`config.mk`:
```
export PLATFORM = sky130hd
export DESIGN_NAME = ex_stage
export DESIGN_NICKNAME = d
export VERILOG_FILES = /design/src/rtl/rv_pkg.sv /design/src/rtl/ex_alu.sv /design/src/rtl/ex_stage.sv
export SDC_FILE = /design/constraint.sdc
export NUM_CORES = 1
export LEC_CHECK = 0
export ABC_AREA = 1
export CAP_MARGIN = 40
export CORE_ASPECT_RATIO = 0.5
export CORE_UTILIZATION = 35
export CTS_CLUSTER_DIAMETER = 100
export DETAILED_ROUTE_END_ITERATION = 6
export PLACE_DENSITY = 0.56
export SLEW_MARGIN = 20
export SYNTH_ARGS = -nofsm -noshare
export SYNTH_HDL_FRONTEND = slang
export SYNTH_SLANG_ARGS = --single-unit
```
`constraint.sdc`:
```
create_clock -name clk -period 2.6 [get_ports clk]
set_input_delay 0.52 -clock clk [delete_from_list [all_inputs] [get_ports clk]]
set_output_delay 0.52 -clock clk [all_outputs]
set_load 0.01 [all_outputs]
```
`src/rtl/rv_pkg.sv`:
```
// Shared RV32 execute-stage definitions: opcodes, ALU operations,
// branch funct3 codes, immediate formats and stage state.
package rv_pkg;

    localparam logic [6:0] OPC_OP     = 7'b0110011;
    localparam logic [6:0] OPC_OPIMM  = 7'b0010011;
    localparam logic [6:0] OPC_LUI    = 7'b0110111;
    localparam logic [6:0] OPC_AUIPC  = 7'b0010111;
    localparam logic [6:0] OPC_JAL    = 7'b1101111;
    localparam logic [6:0] OPC_JALR   = 7'b1100111;
    localparam logic [6:0] OPC_BRANCH = 7'b1100011;

    localparam logic [2:0] F3_BEQ  = 3'b000;
    localparam logic [2:0] F3_BNE  = 3'b001;
    localparam logic [2:0] F3_BLT  = 3'b100;
    localparam logic [2:0] F3_BGE  = 3'b101;
    localparam logic [2:0] F3_BLTU = 3'b110;
    localparam logic [2:0] F3_BGEU = 3'b111;

    typedef enum logic [3:0] {
        ALU_ADD, ALU_SUB, ALU_SLL, ALU_SLT, ALU_SLTU,
        ALU_XOR, ALU_SRL, ALU_SRA, ALU_OR, ALU_AND, ALU_PASSB
    } alu_op_t;

    typedef enum logic [2:0] {IMM_I, IMM_S, IMM_B, IMM_U, IMM_J} imm_fmt_t;

    typedef enum logic {ST_EMPTY, ST_FULL} stage_state_t;

    // Sign-extended 32-bit immediate for the requested encoding format.
    function automatic logic [31:0] imm_gen(input logic [31:0] ins, input imm_fmt_t fmt);
        logic [31:0] imm;
        case (fmt)
            IMM_S:   imm = {{20{ins[31]}}, ins[31:25], ins[11:7]};
            IMM_B:   imm = {{19{ins[31]}}, ins[31], ins[7], ins[30:25], ins[11:8], 1'b0};
            IMM_U:   imm = {ins[31:12], 12'b0};
            IMM_J:   imm = {{11{ins[31]}}, ins[31], ins[19:12], ins[20], ins[30:21], 1'b0};
            default: imm = {{20{ins[31]}}, ins[31:20]};
        endcase
        return imm;
    endfunction

    // Map funct3 to an ALU operation; alt selects SUB/SRA variants.
    function automatic alu_op_t alu_op_from_f3(input logic [2:0] f3, input logic alt);
        alu_op_t op;
        case (f3)
            3'b000:  op = alt ? ALU_SUB : ALU_ADD;
            3'b001:  op = ALU_SLL;
            3'b010:  op = ALU_SLT;
            3'b011:  op = ALU_SLTU;
            3'b100:  op = ALU_XOR;
            3'b101:  op = alt ? ALU_SRA : ALU_SRL;
            3'b110:  op = ALU_OR;
            default: op = ALU_AND;
        endcase
        return op;
    endfunction

endpackage

```
`src/rtl/ex_alu.sv`:
```
// Combinational integer ALU for the execute stage.
module ex_alu
    import rv_pkg::*;
#(
    parameter int unsigned XLEN = 32
) (
    input  logic [XLEN-1:0] i_a,
    input  logic [XLEN-1:0] i_b,
    input  alu_op_t         i_op,
    output logic [XLEN-1:0] o_result
);

    logic [4:0] w_shamt;
    assign w_shamt = i_b[4:0];

    // Select the result of the requested operation.
    always_comb begin
        o_result = '0;
        case (i_op)
            ALU_ADD:   o_result = i_a + i_b;
            ALU_SUB:   o_result = i_a - i_b;
            ALU_SLL:   o_result = i_a << w_shamt;
            ALU_SLT:   o_result = XLEN'($signed(i_a) < $signed(i_b));
            ALU_SLTU:  o_result = XLEN'(i_a < i_b);
            ALU_XOR:   o_result = i_a ^ i_b;
            ALU_SRL:   o_result = i_a >> w_shamt;
            ALU_SRA:   o_result = $signed(i_a) >>> w_shamt;
            ALU_OR:    o_result = i_a | i_b;
            ALU_AND:   o_result = i_a & i_b;
            ALU_PASSB: o_result = i_b;
            default:   o_result = '0;
        endcase
    end

endmodule

```
`src/rtl/ex_stage.sv`:
```
// Registered execute stage: decode-to-writeback ALU, branch/jump
// resolution and a one-cycle redirect pulse, behind a valid/ready register.
module ex_stage
    import rv_pkg::*;
#(
    parameter int unsigned XLEN      = 32,
    parameter bit          SQUASH_EN = 1'b1
) (
    input  logic            clk,
    input  logic            reset,
    input  logic            in_valid,
    output logic            in_ready,
    input  logic [XLEN-1:0] in_pc,
    input  logic [31:0]     instruction,
    input  logic [6:0]      opcode,
    input  logic [4:0]      rd,
    input  logic [2:0]      funct3,
    input  logic [6:0]      funct7,
    input  logic [XLEN-1:0] readData1,
    input  logic [XLEN-1:0] readData2,
    output logic            out_valid,
    input  logic            out_ready,
    output logic            regWrite,
    output logic [4:0]      rd_out,
    output logic [XLEN-1:0] writeData,
    output logic            branch_taken,
    output logic [XLEN-1:0] branch_tgt,
    output logic            jump,
    output logic [XLEN-1:0] jump_tgt,
    output logic            illegal,
    output logic            misaligned
);

    stage_state_t    r_state, w_state_next;
    logic            r_regwrite, r_branch_taken, r_jump, r_illegal, r_misaligned;
    logic [4:0]      r_rd;
    logic [XLEN-1:0] r_wdata, r_br_tgt, r_jmp_tgt;

    logic [XLEN-1:0] w_imm_i, w_imm_b, w_imm_u, w_imm_j;
    logic [XLEN-1:0] w_alu_a, w_alu_b, w_alu_res;
    logic [XLEN-1:0] w_br_tgt, w_jmp_tgt;
    alu_op_t         w_alu_op;
    logic            w_rw, w_ill, w_is_br, w_is_jal, w_is_jalr, w_cond;
    logic            w_take_br, w_take_j, w_mis;
    logic            w_full, w_accept, w_redir_pending, w_squash, w_load;

    assign w_imm_i = XLEN'($signed(imm_gen(instruction, IMM_I)));
    assign w_imm_b = XLEN'($signed(imm_gen(instruction, IMM_B)));
    assign w_imm_u = XLEN'($signed(imm_gen(instruction, IMM_U)));
    assign w_imm_j = XLEN'($signed(imm_gen(instruction, IMM_J)));

    // Control decode: ALU operands/operation, write enable, legality.
    always_comb begin
        w_alu_op  = ALU_ADD;
        w_alu_a   = readData1;
        w_alu_b   = readData2;
        w_rw      = 1'b0;
        w_ill     = 1'b0;
        w_is_br   = 1'b0;
        w_is_jal  = 1'b0;
        w_is_jalr = 1'b0;
        case (opcode)
            OPC_OP: begin
                w_rw     = 1'b1;
                w_alu_op = alu_op_from_f3(funct3, funct7[5]);
                w_ill    = !((funct7 == 7'b0000000) ||
                             (funct7 == 7'b0100000 && (funct3 == 3'b000 || funct3 == 3'b101)));
            end
            OPC_OPIMM: begin
                w_rw     = 1'b1;
                w_alu_b  = w_imm_i;
                w_alu_op = alu_op_from_f3(funct3, (funct3 == 3'b101) && funct7[5]);
            end
            OPC_LUI: begin
                w_rw     = 1'b1;
                w_alu_b  = w_imm_u;
                w_alu_op = ALU_PASSB;
            end
            OPC_AUIPC: begin
                w_rw    = 1'b1;
                w_alu_a = in_pc;
                w_alu_b = w_imm_u;
            end
            OPC_JAL, OPC_JALR: begin
                w_rw      = 1'b1;
                w_alu_a   = in_pc;
                w_alu_b   = XLEN'(32'd4);
                w_is_jal  = (opcode == OPC_JAL);
                w_is_jalr = (opcode == OPC_JALR);
            end
            OPC_BRANCH: begin
                w_is_br = 1'b1;
                w_ill   = (funct3 == 3'b010) || (funct3 == 3'b011);
            end
            default: w_ill = 1'b1;
        endcase
    end

    // Branch condition evaluation.
    always_comb begin
        w_cond = 1'b0;
        case (funct3)
            F3_BEQ:  w_cond = (readData1 == readData2);
            F3_BNE:  w_cond = (readData1 != readData2);
            F3_BLT:  w_cond = ($signed(readData1) <  $signed(readData2));
            F3_BGE:  w_cond = ($signed(readData1) >= $signed(readData2));
            F3_BLTU: w_cond = (readData1 <  readData2);
            F3_BGEU: w_cond = (readData1 >= readData2);
            default: w_cond = 1'b0;
        endcase
    end

    ex_alu #(.XLEN(XLEN)) u_alu (
        .i_a      (w_alu_a),
        .i_b      (w_alu_b),
        .i_op     (w_alu_op),
        .o_result (w_alu_res)
    );

    assign w_br_tgt  = in_pc + w_imm_b;
    assign w_jmp_tgt = w_is_jalr ? ((readData1 + w_imm_i) & ~XLEN'(32'd1))
                                 : (in_pc + w_imm_j);
    assign w_take_br = w_is_br && !w_ill && w_cond;
    assign w_take_j  = (w_is_jal || w_is_jalr) && !w_ill;
    assign w_mis     = (w_take_br && w_br_tgt[1]) || (w_take_j && w_jmp_tgt[1]);

    assign w_full          = (r_state == ST_FULL);
    assign in_ready        = !w_full || out_ready;
    assign w_accept        = in_valid && in_ready;
    assign w_redir_pending = r_branch_taken || r_jump;
    // An accept during the redirect pulse completes the handshake but is not loaded.
    assign w_squash        = SQUASH_EN && w_redir_pending;

    // Occupancy state register.
    always_ff @(posedge clk or negedge reset) begin
        if (!reset) r_state <= ST_EMPTY;
        else        r_state <= w_state_next;
    end

    // Next occupancy and load decision.
    always_comb begin
        w_state_next = r_state;
        w_load       = 1'b0;
        case (r_state)
            ST_EMPTY: begin
                if (w_accept && !w_squash) begin
                    w_load       = 1'b1;
                    w_state_next = ST_FULL;
                end
            end
            ST_FULL: begin
                if (w_accept && !w_squash) w_load = 1'b1;
                else if (out_ready)        w_state_next = ST_EMPTY;
            end
            default: w_state_next = ST_EMPTY;
        endcase
    end

    // Output bundle register; redirect bits last only the first valid cycle.
    always_ff @(posedge clk or negedge reset) begin
        if (!reset) begin
            r_regwrite     <= 1'b0;
            r_rd           <= '0;
            r_wdata        <= '0;
            r_br_tgt       <= '0;
            r_jmp_tgt      <= '0;
            r_branch_taken <= 1'b0;
            r_jump         <= 1'b0;
            r_illegal      <= 1'b0;
            r_misaligned   <= 1'b0;
        end else if (w_load) begin
            r_regwrite     <= w_rw && !w_ill && (rd != 5'd0);
            r_rd           <= rd;
            r_wdata        <= w_alu_res;
            r_br_tgt       <= w_br_tgt;
            r_jmp_tgt      <= w_jmp_tgt;
            r_branch_taken <= w_take_br;
            r_jump         <= w_take_j;
            r_illegal      <= w_ill;
            r_misaligned   <= w_mis;
        end else begin
            r_branch_taken <= 1'b0;
            r_jump         <= 1'b0;
        end
    end

    assign out_valid    = w_full;
    assign regWrite     = r_regwrite && w_full;
    assign rd_out       = r_rd;
    assign writeData    = r_wdata;
    assign branch_taken = r_branch_taken;
    assign branch_tgt   = r_br_tgt;
    assign jump         = r_jump;
    assign jump_tgt     = r_jmp_tgt;
    assign illegal      = r_illegal;
    assign misaligned   = r_misaligned;

endmodule

```
Word level (Yosys, flattened, before mapping)
Cells that the tools add are included.

cells by class
  shift-type cells = 3
  eq/ne operators = 27
  order comparisons = 6
  $add $sub $neg = 5
  muxes and demuxes = 23
  reduce and logical (&&, ||, !) cells = 32
  multiply operators = 0
  divide/modulo/power cells = 0
  bitwise logic cells = 4

operator list
  operator                                             number
  one-hot mux 32 bit (11 select lines)                 1
  adder 32 bit                                         4
  less-than comparator 32 bit                          4
  one-hot mux 32 bit (3 select lines)                  1
  >= comparator 32 bit                                 2
  two-way mux 32 bit                                   2
  one-hot mux 4 bit (7 select lines)                   2
  AND 32 bit                                           1
  equality test 32 bit                                 1
  inequality test 32 bit                               1
  bitwise OR 32 bit                                    1
  << shifter 32 x 5 -> 32 bit                          1
  >> shifter 32 x 5 -> 32 bit                          1
  >>> shifter 32 x 5 -> 32 bit                         1
  subtractor 32 bit                                    1
  bitwise XOR 32 bit                                   1
  equality test 7 x 6 -> 1 bit, second input constant  3
  equality test 7 bit, second input constant           3
  equality test 4 x 3 -> 1 bit, second input constant  4
  equality test 7 x 5 -> 1 bit, second input constant  2
  two-way mux 1 bit                                    13
  equality test 3 bit, second input constant           4
  equality test 4 bit, second input constant           3
  logical AND 1 bit                                    12
  other kinds (19)                                     31

storage, ports and cells
  output and inout bits = 108
  memories kept = 0
  latch bits = 0
  memory bits (read-only) = 0
  word-level logic and storage cells = 110
  flip-flop bits (word level) = 107
  input bits = 154
  RAM bits = 0

Depth between registers and ports, before layout
  depth after elaboration = 11
  gate-level depth with buffers = 30
  mapped depth without buffers = 28

Modules after synthesis
A second synthesis with hierarchy kept.

second synthesis, totals
  cells, all modules = 3879
  area total of the unflattened synthesis = 21682.0 um^2

by module, submodules not included
  module    area an instance (um^2)  instances  cells each  seq. area each (um^2)
  ex_stage  11204.5                  1          1709        2677.6
  ex_alu    10477.5                  1          2170        0.0

Least setup slack after synthesis
No wires, ideal clock.

  path kind = input -> register
  start = input port opcode[3]
  end = register r_wdata[21] (netlist: writeData[21])
  library setup time = 117 ps
  required time = 2483 ps
  slack = -1150 ps
  stages on the path = 25
  arrival time = 3634 ps
  cells stage by stage = inv_1 > nand2_1 > nor2_4 > nand2_4 > nand3_2 > buf_6 > nand2_4 > buf_6 > o22ai_1 > inv_1 > ha_1 > clkbuf_1 > nand2_1 > nor2_1 > inv_1 > nor2_1 > or3b_2 > nand2_1 > a21oi_1 > o21ai_0 > nand2_1 > nor2_1 > nand3_1 > nand2_1 > nand2_1

between the ends
  longest elaborated chain between the ends = 5
  elaborated cells on any way between the ends = 32
  those cells by class = add/sub: 2; eq/ne: 16; shift: 3; mux: 4; bitwise: 3; reduce/logical: 4

ends and longest elaborated chain
  element                                                                           RTL line         RTL
  from (decl)                                                                       ex_stage.sv:15   input logic [6:0] opcode,
  equality test 7 bit, or another cell as far along                                 ex_stage.sv:62   case (opcode)
  OR reduction 2 bit, or another cell as far along                                  ex_stage.sv:62
  one-hot mux 32 bit (3 select lines) / two-way mux 32 bit (equally long branches)  ex_stage.sv:62
  subtractor 32 bit, or another cell as far along                                   ex_alu.sv:21     ALU_SUB: o_result = i_a - i_b;
  one-hot mux 32 bit (11 select lines) *                                            ex_alu.sv:19     case (i_op)
  to (signal assigned)                                                              ex_stage.sv:174  r_wdata <= w_alu_res;
  to (decl)                                                                         ex_stage.sv:37   logic [XLEN-1:0] r_wdata, r_br_tgt, r_jmp_tgt;

Mark *: on every way between the ends. The rest lies on a longest branch, timed or not.
A chain may end at the register's enable or synchronous reset.

Worst setup path after layout
  start = input port opcode[6]
  end = register r_wdata[11] (netlist: writeData[11])

The elaborated chain is that of the path after synthesis.

==> flow_metrics.py <==
metrics = {
    "layout": {
        "fin_area_um2": 38100,
        "final_cells": 5772,
        "mostFrequentLayoutCells": "buf_4 (1,156), nand2_1 (818), nand3_1 (397)",
        "fin_nets": 5359,
        "fillers": 5274,
        "drive_gt1_share_pct": 42.1,
        "final_core_util_pct": 66.1,
        "mostFrequentLayoutCell": "buf_4",
        "area_growth_pct": 85.6,
    },
    "logic_synthesis": {
        "synth.avg_cell_area_um2": 5.73,
        "synth_edf_count": 0,
        "synth_cell_types": 59,
        "async_flop_share_pct": 100,
        "synth_top_family_by_area": "simple AND/OR/NAND/NOR gates",
        "synth-compound-area-share_pct": 20.9,
        "yosysWarningCount": 0,
        "synthesis.area_um2": 20500,
        "ys_seq_elements": 107,
        "synth.largest_area_cell": "nand2_1",
        "ys_top_cells_by_area": "nand2_1 (17%), dfrtp_1 (13%), ha_1 (13%)",
        "postSynthCellCount": 3581,
        "yosys.area_share.adder_pct": 13.2,
        "synthFlopType": "dfrtp_1",
        "synth.net_count": 3948,
        "synth-xor-area-share_pct": 1.28,
        "synth_mux_area_share_pct": 0,
        "seq_area_frac_synth_pct": 13.0,
        "yosysTopAreaCellShare_pct": 17.5,
        "synthSimpleGateAreaFrac_pct": 39.8,
    },
    "global_route": {
        "grt_max_degree": 73,
        "grt_pass1_vias": 29800,
        "globalRouteTotalUtil_pct": 42.6,
        "antenna_found_initial": 9,
        "grt.overflow.total": 0,
        "grt_first_pass_wirelength_um": 189000,
    },
    "place": {
        "hpwl_um": 107000,
        "placed_area_um2": 32700,
        "dp_cells": 5603,
        "numPortBuffers": 254,
        "place_congestion": 1.05,
    },
    "drt": {
        "drt_wl_total_um": 132000,
        "drc_errors": 0,
        "via_per_inst": 5.51,
        "wire_per_inst_um": 22.9,
        "drtIter0Drc": 3104,
        "vias": 31800,
        "dr.pass1.iters": 6,
        "ant_nets": 0,
    },
    "die": {
        "die_h_um": 173,
        "core_um2": 57600,
        "rows": 62,
        "die_x_um": 345,
        "initial_utilization_pct": 35.6,
        "design.portCount": 262,
        "dieArea_um2": 59700,
    },
    "sta": {
        "setup_slack_ns": -0.770,
        "rsz0062_at_grt": "yes",
        "fmax_ghz": 0.297,
        "slew-limit-headroom_pct": 52.9,
        "final-hold-violation-count": 0,
        "holdWs_ns": 0.478,
        "fin_crit_sh_pct": 130,
        "final_max_slew_viol_count": 0,
        "final-setup-viol-count": 33,
        "tightestPinTransition_ns": 0.707,
        "finalClockSkew_ns": 0.0167,
        "period_needed_ns": 3.37,
    },
    "cts": {
        "tritoncts": "yes",
        "cts_buffer_depth": 2,
        "cts_root_buffer": "clkbuf_16",
        "numCtsBuffers": 9,
        "clk_latency_ns": 0.46,
        "ctsHtreeMaxLevel": 3,
        "cts.sinks": 107,
        "path_clk_slew_ns": 0.10,
    },
    "critical_path": {
        "crit_fanout": 6,
        "required_ns": 2.95,
        "startpoint": "opcode[6]",
        "critical_path_class": "in -> reg",
        "endpoint_kind": "flop",
        "critPathLaunchType": "input port",
        "reg2reg_depth": 8,
        "cp.arrival_ns": 3.72,
        "reg2reg_to": "writeData[11]$_DFFE_PN0P_",
        "rrSetupSlack_ns": 0.76,
        "r2r-start": "out_valid$_DFF_PN0_",
    },
    "status": {
        "failed_checks": "negative setup slack",
        "status": "finished, violations left",
    },
    "worst_hold_path": {
        "min_path_cells": 2,
        "hold_path_end": "branch_tgt[0]$_DFFE_PN0P_",
        "min_from": "branch_tgt[0]$_DFFE_PN0P_",
        "hp-class": "reg -> reg",
    },
    "power_and_ir_drop": {
        "powerDensity_nw_per_um2": 365,
        "vdd_ir_drop_max_uv": 461,
        "total_power_mw": 13.9,
        "leakagePower_nw": 19.4,
    },
    "job": {
        "maxCapViolCount": 0,
    },
}
[flip-flops by register name (all words and copies together), names as in the netlist]
register      count
illegal           1
writeData        32
rd_out            5
branch_tgt       32
misaligned        1
branch_taken      1
jump_tgt         32
jump              1
out_valid         1
r_regwrite        1
[worst max-delay path: stages]
cell      delay (ns)
buf_12          0.12
inv_16          0.05
nand2_8         0.05
nor2_4          0.20
nand2_4         0.15
buf_8           0.17
o21ai_2         0.13
inv_2           0.06
o21ai_4         0.07
buf_12          0.16
ha_4            0.23
inv_6           0.08
nand3_4         0.08
nand2_2         0.08
nand2_2         0.07
nand2_2         0.09
o21ai_4         0.10
o21bai_4        0.27
nand3_2         0.13
nand2_2         0.11
nand2_1         0.06
nand3_1         0.08
nand3_2         0.16
buf_6           0.18
nor2_4          0.14
nand2_1         0.07
nand2_1         0.06
nand2_1         0.05
[report_power, final]
group / total [mW] / leakage [nW] / internal (mW) / switching (mW)
clock: 1.77 / 0.163 / 0.796 / 0.979
sequential: 2.25 / 1.28 / 2.00 / 0.249
combinational: 9.88 / 17.9 / 4.62 / 5.26
[how the worst max path moves through the flow]
stage                                endpoint  cells after the start
CTS                 writeData[26]$_DFFE_PN0P_                     30
detailed placement  writeData[10]$_DFFE_PN0P_                     23
global placement    writeData[10]$_DFFE_PN0P_                     23
global route        writeData[12]$_DFFE_PN0P_                     27
finish              writeData[11]$_DFFE_PN0P_                     28
floorplan           writeData[21]$_DFFE_PN0P_                     25
[stage by stage]
stage / TNS (ns) / setup slack (ns)
4_1_cts: -18.98 / -0.710
6_report: -19.07 / -0.770
2_1_floorplan: -15.52 / -0.659
3_3_place_gp: -92.65 / -2.34
3_5_place_dp: -96.21 / -2.47
5_1_grt: -23.12 / -0.864
[logic make-up (layout without fill, tap and decap cells)]
family / after synthesis / in the layout
buffers and inverters: 597 / 2010
AOI/OAI and AO/OA: 745 / 745
other: 0 / 7
adders and majority gates: 213 / 213
xor gates and xnor gates: 30 / 30
DFF: 107 / 107
and+or+nand+nor: 1889 / 1892
[repair_timing]
| item | 4_1_cts | 5_1_grt |
|---|---|---|
| resized for setup | 649 | 517 |
| hold buffers | 1 | 0 |
| setup buffers | 95 | 57 |
| pin swaps | 190 | 220 |
| gates cloned | 6 | 1 |
| setup endpoints to repair | 73 | 73 |
| endpoints found under the hold margin | 18 | 0 |
[cell usage after synthesis (13+ instances only)]
master	instances
nand2_1	957
nand3_1	460
inv_1	444
nor2_1	287
a21oi_1	286
o21ai_0	216
ha_1	208
dfrtp_1	107
clkbuf_1	55
nand4_1	54
buf_2	51
o22ai_1	43
nor3_1	33
o21ai_1	32
o21a_1	29
or2_2	25
a21o_1	24
o211ai_1	24
inv_2	18
o21ai_2	18
nor4_1	17
xor2_1	16
xnor2_1	14
a31oi_1	13
o21bai_1	13
[routing by layer]
| metal | GRT usage [%] | part of all wire [%] |
|---|---|---|
| met5 | 0 | 0.0098 |
| met4 | 17.6 | 4.6 |
| met3 | 8.40 | 9.5 |
| met2 | 63.8 | 42 |
| met1 | 59.3 | 43 |
[cell type report]
type	count	area [um2]	share of cell area [%]
diodes	7	17.5	0.0460
clock buffers	9	225	0.591
clock inverters	7	110	0.289
inverters	463	1840	4.83
multi-input cells	2880	19200	50.5
flip-flops and latches	107	2680	7.03
well taps	768	961	2.52
repair buffers	1531	13000	34.2
(Power assumes the default switching activity.)
